<file path="config.mk">
export PLATFORM = sky130hd
export DESIGN_NAME = hazard_unit
export DESIGN_NICKNAME = d
export VERILOG_FILES = /design/src/rtl/hazard_unit.sv
export SDC_FILE = /design/constraint.sdc
export NUM_CORES = 1
export LEC_CHECK = 0
export ABC_CLOCK_PERIOD_IN_PS = 3700
export CELL_PAD_IN_SITES_DETAIL_PLACEMENT = 1
export CELL_PAD_IN_SITES_GLOBAL_PLACEMENT = 1
export CORE_MARGIN = 5
export CORE_UTILIZATION = 34
export DETAILED_ROUTE_END_ITERATION = 12
export PLACE_DENSITY = 0.88
export SLEW_MARGIN = 5
export SYNTH_ARGS = -nofsm -noshare
export SYNTH_HDL_FRONTEND = slang
export SYNTH_SLANG_ARGS = --single-unit
</file>
<file path="constraint.sdc">
create_clock -name clk -period 3.7 [get_ports clk]
set_clock_uncertainty 0.15 [all_clocks]
set_input_delay 0.74 -clock clk [delete_from_list [all_inputs] [get_ports clk]]
set_output_delay 0.74 -clock clk [all_outputs]
set_load 0.1 [all_outputs]
</file>
<file path="src/rtl/hazard_unit.sv">
// Pipeline hazard unit: load-use, branch and mult/div stall detection, operand
// forwarding select, and a saturating count of fetch-stall cycles.
module hazard_unit #(
    parameter int MULT_CYCLES = 4,
    parameter int DIV_CYCLES  = 32,
    parameter int STALL_CNT_W = 32
) (
    input  logic        clk,
    input  logic        reset,
    input  logic [4:0]  RsD,
    input  logic [4:0]  RtD,
    input  logic [4:0]  RsE,
    input  logic [4:0]  RtE,
    input  logic [4:0]  WriteRegE,
    input  logic [4:0]  WriteRegM,
    input  logic [4:0]  WriteRegW,
    input  logic        RegWriteE,
    input  logic        RegWriteM,
    input  logic        RegWriteW,
    input  logic        MemtoRegE,
    input  logic        MemtoRegM,
    input  logic        BranchD,
    input  logic        MdStartD,
    input  logic        MdStartE,
    input  logic        MdDivE,
    input  logic        MdReadD,
    output logic        StallF,
    output logic        StallD,
    output logic        FlushE,
    output logic        ForwardAD,
    output logic        ForwardBD,
    output logic [1:0]  ForwardAE,
    output logic [1:0]  ForwardBE,
    output logic        MdBusy,
    output logic [31:0] StallCycles
);

    typedef enum logic [1:0] {
        IDLE = 2'd0,
        MULT = 2'd1,
        DIV  = 2'd2
    } md_state_t;

    localparam logic [5:0] MULT_LOAD = 6'(MULT_CYCLES - 1);
    localparam logic [5:0] DIV_LOAD  = 6'(DIV_CYCLES - 1);

    md_state_t              r_state;
    md_state_t              w_state_nxt;
    logic [5:0]             r_cnt;
    logic [5:0]             w_cnt_nxt;
    logic [STALL_CNT_W-1:0] r_stall_cnt;

    logic w_lwstall;
    logic w_branchstall;
    logic w_mdstall;
    logic w_stall;

    // Register $0 is hardwired, so a zero source never matches anything.
    function automatic logic f_match(input logic [4:0] src, input logic [4:0] dst);
        return (src != 5'd0) && (src == dst);
    endfunction

    function automatic logic [1:0] f_fwd_e(
        input logic [4:0] src,
        input logic [4:0] wr_m,
        input logic       we_m,
        input logic [4:0] wr_w,
        input logic       we_w
    );
        if (we_m && f_match(src, wr_m))
            return 2'b10;
        else if (we_w && f_match(src, wr_w))
            return 2'b01;
        else
            return 2'b00;
    endfunction

    always_comb begin
        w_lwstall = MemtoRegE && (f_match(RsD, WriteRegE) || f_match(RtD, WriteRegE));

        w_branchstall = BranchD &&
            ((RegWriteE && (f_match(RsD, WriteRegE) || f_match(RtD, WriteRegE))) ||
             (MemtoRegM && (f_match(RsD, WriteRegM) || f_match(RtD, WriteRegM))));

        // The final busy cycle (cnt == 0) already has the result available.
        w_mdstall = (MdReadD || MdStartD) &&
            (MdStartE || ((r_state != IDLE) && (r_cnt != 6'd0)));

        w_stall = w_lwstall || w_branchstall || w_mdstall;
    end

    assign StallF = w_stall;
    assign StallD = w_stall;
    assign FlushE = w_stall;

    assign ForwardAD = RegWriteM && f_match(RsD, WriteRegM);
    assign ForwardBD = RegWriteM && f_match(RtD, WriteRegM);
    assign ForwardAE = f_fwd_e(RsE, WriteRegM, RegWriteM, WriteRegW, RegWriteW);
    assign ForwardBE = f_fwd_e(RtE, WriteRegM, RegWriteM, WriteRegW, RegWriteW);

    always_comb begin
        w_state_nxt = r_state;
        w_cnt_nxt   = r_cnt;
        case (r_state)
            IDLE: begin
                if (MdStartE) begin
                    w_state_nxt = MdDivE ? DIV : MULT;
                    w_cnt_nxt   = MdDivE ? DIV_LOAD : MULT_LOAD;
                end
            end
            MULT, DIV: begin
                // A new start while occupied is dropped; the count keeps running.
                if (r_cnt != 6'd0)
                    w_cnt_nxt = r_cnt - 6'd1;
                else
                    w_state_nxt = IDLE;
            end
            default: begin
                w_state_nxt = IDLE;
                w_cnt_nxt   = 6'd0;
            end
        endcase
    end

    always_ff @(posedge clk) begin
        if (reset) begin
            r_state <= IDLE;
            r_cnt   <= 6'd0;
        end else begin
            r_state <= w_state_nxt;
            r_cnt   <= w_cnt_nxt;
        end
    end

    assign MdBusy = (r_state != IDLE);

    always_ff @(posedge clk) begin
        if (reset)
            r_stall_cnt <= '0;
        else if (w_stall && !(&r_stall_cnt))
            r_stall_cnt <= r_stall_cnt + 1'b1;
    end

    assign StallCycles = 32'(r_stall_cnt);

endmodule

</file>
==> flow_summary_export.csv <==
group,metric,value,unit
run_status,outcome,"finished, final reports clean",
worst_hold_path,hold_path_startpoint,"r_state[0]$_SDFFE_PP0P_",
cts,clock_tree.root_cell,"sky130_fd_sc_hd__clkbuf_8",
timing,max_slew_margin,34.5,%
power_and_ir_drop,irDropWorstVdd,0.000140,V
cells_and_area,num-nets-final,503,
worst_setup_path,cp_cell_sequence,"clkdlybuf4s50_1, nor3_2, nand2_1, nand3_1, nor4_2, a2111oi_4, clkinvlp_4, buf_12",
yosys,yosys_most_used_dff,"sky130_fd_sc_hd__dfxtp_1",
worst_setup_path,worst-setup-path-type,"in2out",
routing,drt.antenna.violating_nets,0,
worst_setup_path,r2r-start,"StallCycles[0]$_SDFFE_PP0P_",
yosys,synth.yosys.warnings,0,
cts,clock_path_buffers,2,
place,placement.cell_area,3950,µm²
routing,drt_drc_violations_left,0,
cells_and_area,most-common-layout-cells,"55 x sky130_fd_sc_hd__clkdlybuf4s50_1, 40 x sky130_fd_sc_hd__dfxtp_1, 33 x sky130_fd_sc_hd__nor2_1, 28 x sky130_fd_sc_hd__nand2_1",
die,floorplan_core_area,8180,µm²
routing,routed_wl,9440,µm
worst_setup_path,timing.critical_path.fanout_max,3,
timing,timing.final.setup_violations,0,
cts,cts_repair_resize_count,0,
die,die-area,10200,µm²
worst_setup_path,worst_ep_arrival_time,2.74,ns
cts,h-tree-depth,2,
timing,finalHoldViolations,0,
cts,clock_tree_from_tritoncts,"built",
global_routing,first_global_vias,3126,
timing,final_max_slew_viol_count,0,
cells_and_area,n_antenna_cell,0,
yosys,synthesis.area_per_instance,7.79,µm²
routing,number_of_vias_per_cell_after_detailed_routing,5.43,
place,post-dp-hpwl,7350,µm
power_and_ir_drop,power_density,289,nW/µm²
cts,clock-sinks,40,
die,chip_width,101,µm
global_routing,initial_antenna_violation_count,0,
timing,maxClockFrequency,275,MHz
routing,first_iter_violations,149,
power_and_ir_drop,power.leakage,1.49,nW
job,maxCapViolCount,0,
yosys,synth_nets,415,
timing,final_clock_period_utilization_by_the_worst_path,98.2,%
die,die-height,101,µm
cts,cts_setup_buffers,0,
global_routing,residual_overflow_from_global_routing,0,
worst_hold_path,hold_class,"reg2reg",
worst_setup_path,start_kind,"primary input",
cts,hold_fix_buffer_count_after_cts,0,
yosys,synth_seq_cells,40,
die,io_pins,89,
cells_and_area,final_layout_size_suffix_gt1_share,15.3,%
cts,cts_made_buffers,5,
global_routing,grt_max_degree,52,
worst_setup_path,reg2reg_capture_point,"StallCycles[9]$_SDFFE_PP0P_",
timing,fin_crit,3.63,ns
place,gp_congestion,0.830,
die,start_util,34.6,%
yosys,synth_enable_flop_cells,0,
worst_setup_path,critical_path.endpoint_type,"output port",
worst_setup_path,timing.critical_path.required,2.81,ns
global_routing,grt_first_pass_wirelength,14900,µm
yosys,synth_sequential_area_ratio,28.3,%
worst_hold_path,worst_hold_path.endpoint,"r_state[0]$_SDFFE_PP0P_",
global_routing,grt.total_usage,17.9,%
cells_and_area,layout.cell_area.non_filler,4060,µm²
routing,post_drt_wl_per_cell,17.0,µm
worst_setup_path,crit_family,"buffers and inverters",
worst_setup_path,worst_path_max_delay_cell,"sky130_fd_sc_hd__clkdlybuf4s50_1",
worst_setup_path,reg2reg_slack,0.74,ns
yosys,synthesis.area,2830,µm²
yosys,syn_inst,363,
die,site_row_count,33,
routing,route.vias.total,3018,
cts,clk_latency,0.29,ns
cts,cts.reportedPaths.clkPinSlew,0.07,ns
cells_and_area,layout_commonest_cell,"sky130_fd_sc_hd__clkdlybuf4s50_1",
timing,max_slew.worst_pin.slew,0.979,ns
yosys,post_synth_cell_types,42,
cells_and_area,synthToLayoutAreaGrowth,43.8,%
worst_setup_path,crit_path_max_incr_delay,0.50,ns
yosys,synth_async_sr_flop_share,0,%
place,placement.io_buffers,88,
worst_hold_path,holdPathStages,2,
worst_setup_path,worst-path-buf-inv,3,
routing,drt_pre_antenna_iters,4,
power_and_ir_drop,post-layout-total-power,0.00118,W
worst_setup_path,worst_r2r_path_depth,8,
logic make-up (layout without fill, tap and decap cells):
kind of cell / count (synthesis) / in the layout / synth area share (%)
multiplexers: 13 / 13 / 5.18
buffers and inverters: 30 / 118 / 5.53
adder cells (fa/ha/maj): 5 / 5 / 2.21
AO/OA/AOI/OAI: 59 / 59 / 12.6
flip-flops: 40 / 40 / 28.3
AND/OR/NAND/NOR: 175 / 175 / 33.4
XOR/XNOR: 41 / 41 / 12.7
worst max path at each step:
stage / startpoint / end / slack, ns / cells after the start
2_1_floorplan: WriteRegM[3] / StallD / 0.01 / 8
3_3_place_gp: RsD[2] / FlushE / 0.14 / 8
3_5_place_dp: RsD[2] / StallF / 0.04 / 8
4_1_cts: RsD[2] / StallF / 0.03 / 8
5_1_grt: RtD[1] / StallF / -0.04 / 8
6_report: RtD[1] / StallF / 0.07 / 8
per-stage QoR:
step / util, % / instances / hold WS [ns] / setup TNS, ns / setup WS (ns)
after floorplan: - / 363 / 0.303 / 0 / 0.0140
after global placement: 48.3 / 549 / 0.315 / 0 / 0.141
after detailed placement: 48.3 / 549 / 0.327 / 0 / 0.0360
after CTS: 49.2 / 556 / 0.336 / 0 / 0.0320
after global routing: 49.7 / 556 / 0.371 / -0.130 / -0.0445
final: 49.7 / 556 / 0.335 / 0 / 0.0680
synthesized netlist by cell type (all sizes together) (2+ instances only):
| library cell | number | area, µm² |
|---|---|---|
| and3 | 7 | 43.8 |
| or4b | 2 | 20.0 |
| nand2 | 28 | 105 |
| nand3 | 13 | 65.1 |
| o21ai | 20 | 100 |
| xnor2 | 25 | 219 |
| dfxtp | 40 | 801 |
| o31ai | 5 | 37.5 |
| mux2 | 13 | 146 |
| or4 | 8 | 60.1 |
| nor3 | 14 | 70.1 |
| buf | 11 | 83.8 |
| and2 | 4 | 27.5 |
| xor2 | 16 | 140 |
| inv | 10 | 37.5 |
| nand2b | 3 | 18.8 |
| ha | 5 | 62.6 |
| clkbuf | 9 | 35.0 |
| o41ai | 2 | 17.5 |
| nor2 | 35 | 131 |
| a22oi | 4 | 30.0 |
| nor2b | 11 | 68.8 |
| a21oi | 25 | 125 |
| nand4 | 20 | 125 |
| nor4 | 12 | 81.3 |
| nor4b | 2 | 17.5 |
| or3 | 11 | 68.8 |
final cells by class:
class | instances | area (µm²)
Timing Repair Buffer | 101 | 1070
Clock inverter | 1 | 5.00
Tap cell | 105 | 131
Clock buffer | 6 | 72.6
Sequential cell | 40 | 801
Inverter | 10 | 41.3
Fill cell | 978 | 4110
Multi-Input combinational cell | 293 | 1940
worst min-delay path, cell delays in order, from the launching register on:
cell	delay [ns]
sky130_fd_sc_hd__dfxtp_1	0.33
sky130_fd_sc_hd__nand2_1	0.06
sky130_fd_sc_hd__a21oi_1	0.05
flip-flops by register name, indices dropped and copies added (netlist names):
name         count
r_cnt            6
StallCycles     32
r_state          2
power breakdown:
part | leakage (nW) | switching [W] | internal (W) | total, W
sequential | 0.324 | 0.0000167 | 0.000445 | 0.000462
clock | 0.0410 | 0.000147 | 0.000128 | 0.000275
combinational | 1.13 | 0.000272 | 0.000166 | 0.000439
layer usage:
layer  wire [µm]  vias to the layer above  part of all wire [%]  GRT usage (%)
li1            -                     1475                     -              -
met5           0                        -                     0              0
met4         177                        0                   1.9           5.62
met3         519                       18                   5.5           3.37
met1        3950                     1452                    42           21.1
met2        4790                       73                    51           32.7
Power figures use the tool's default switching activity.
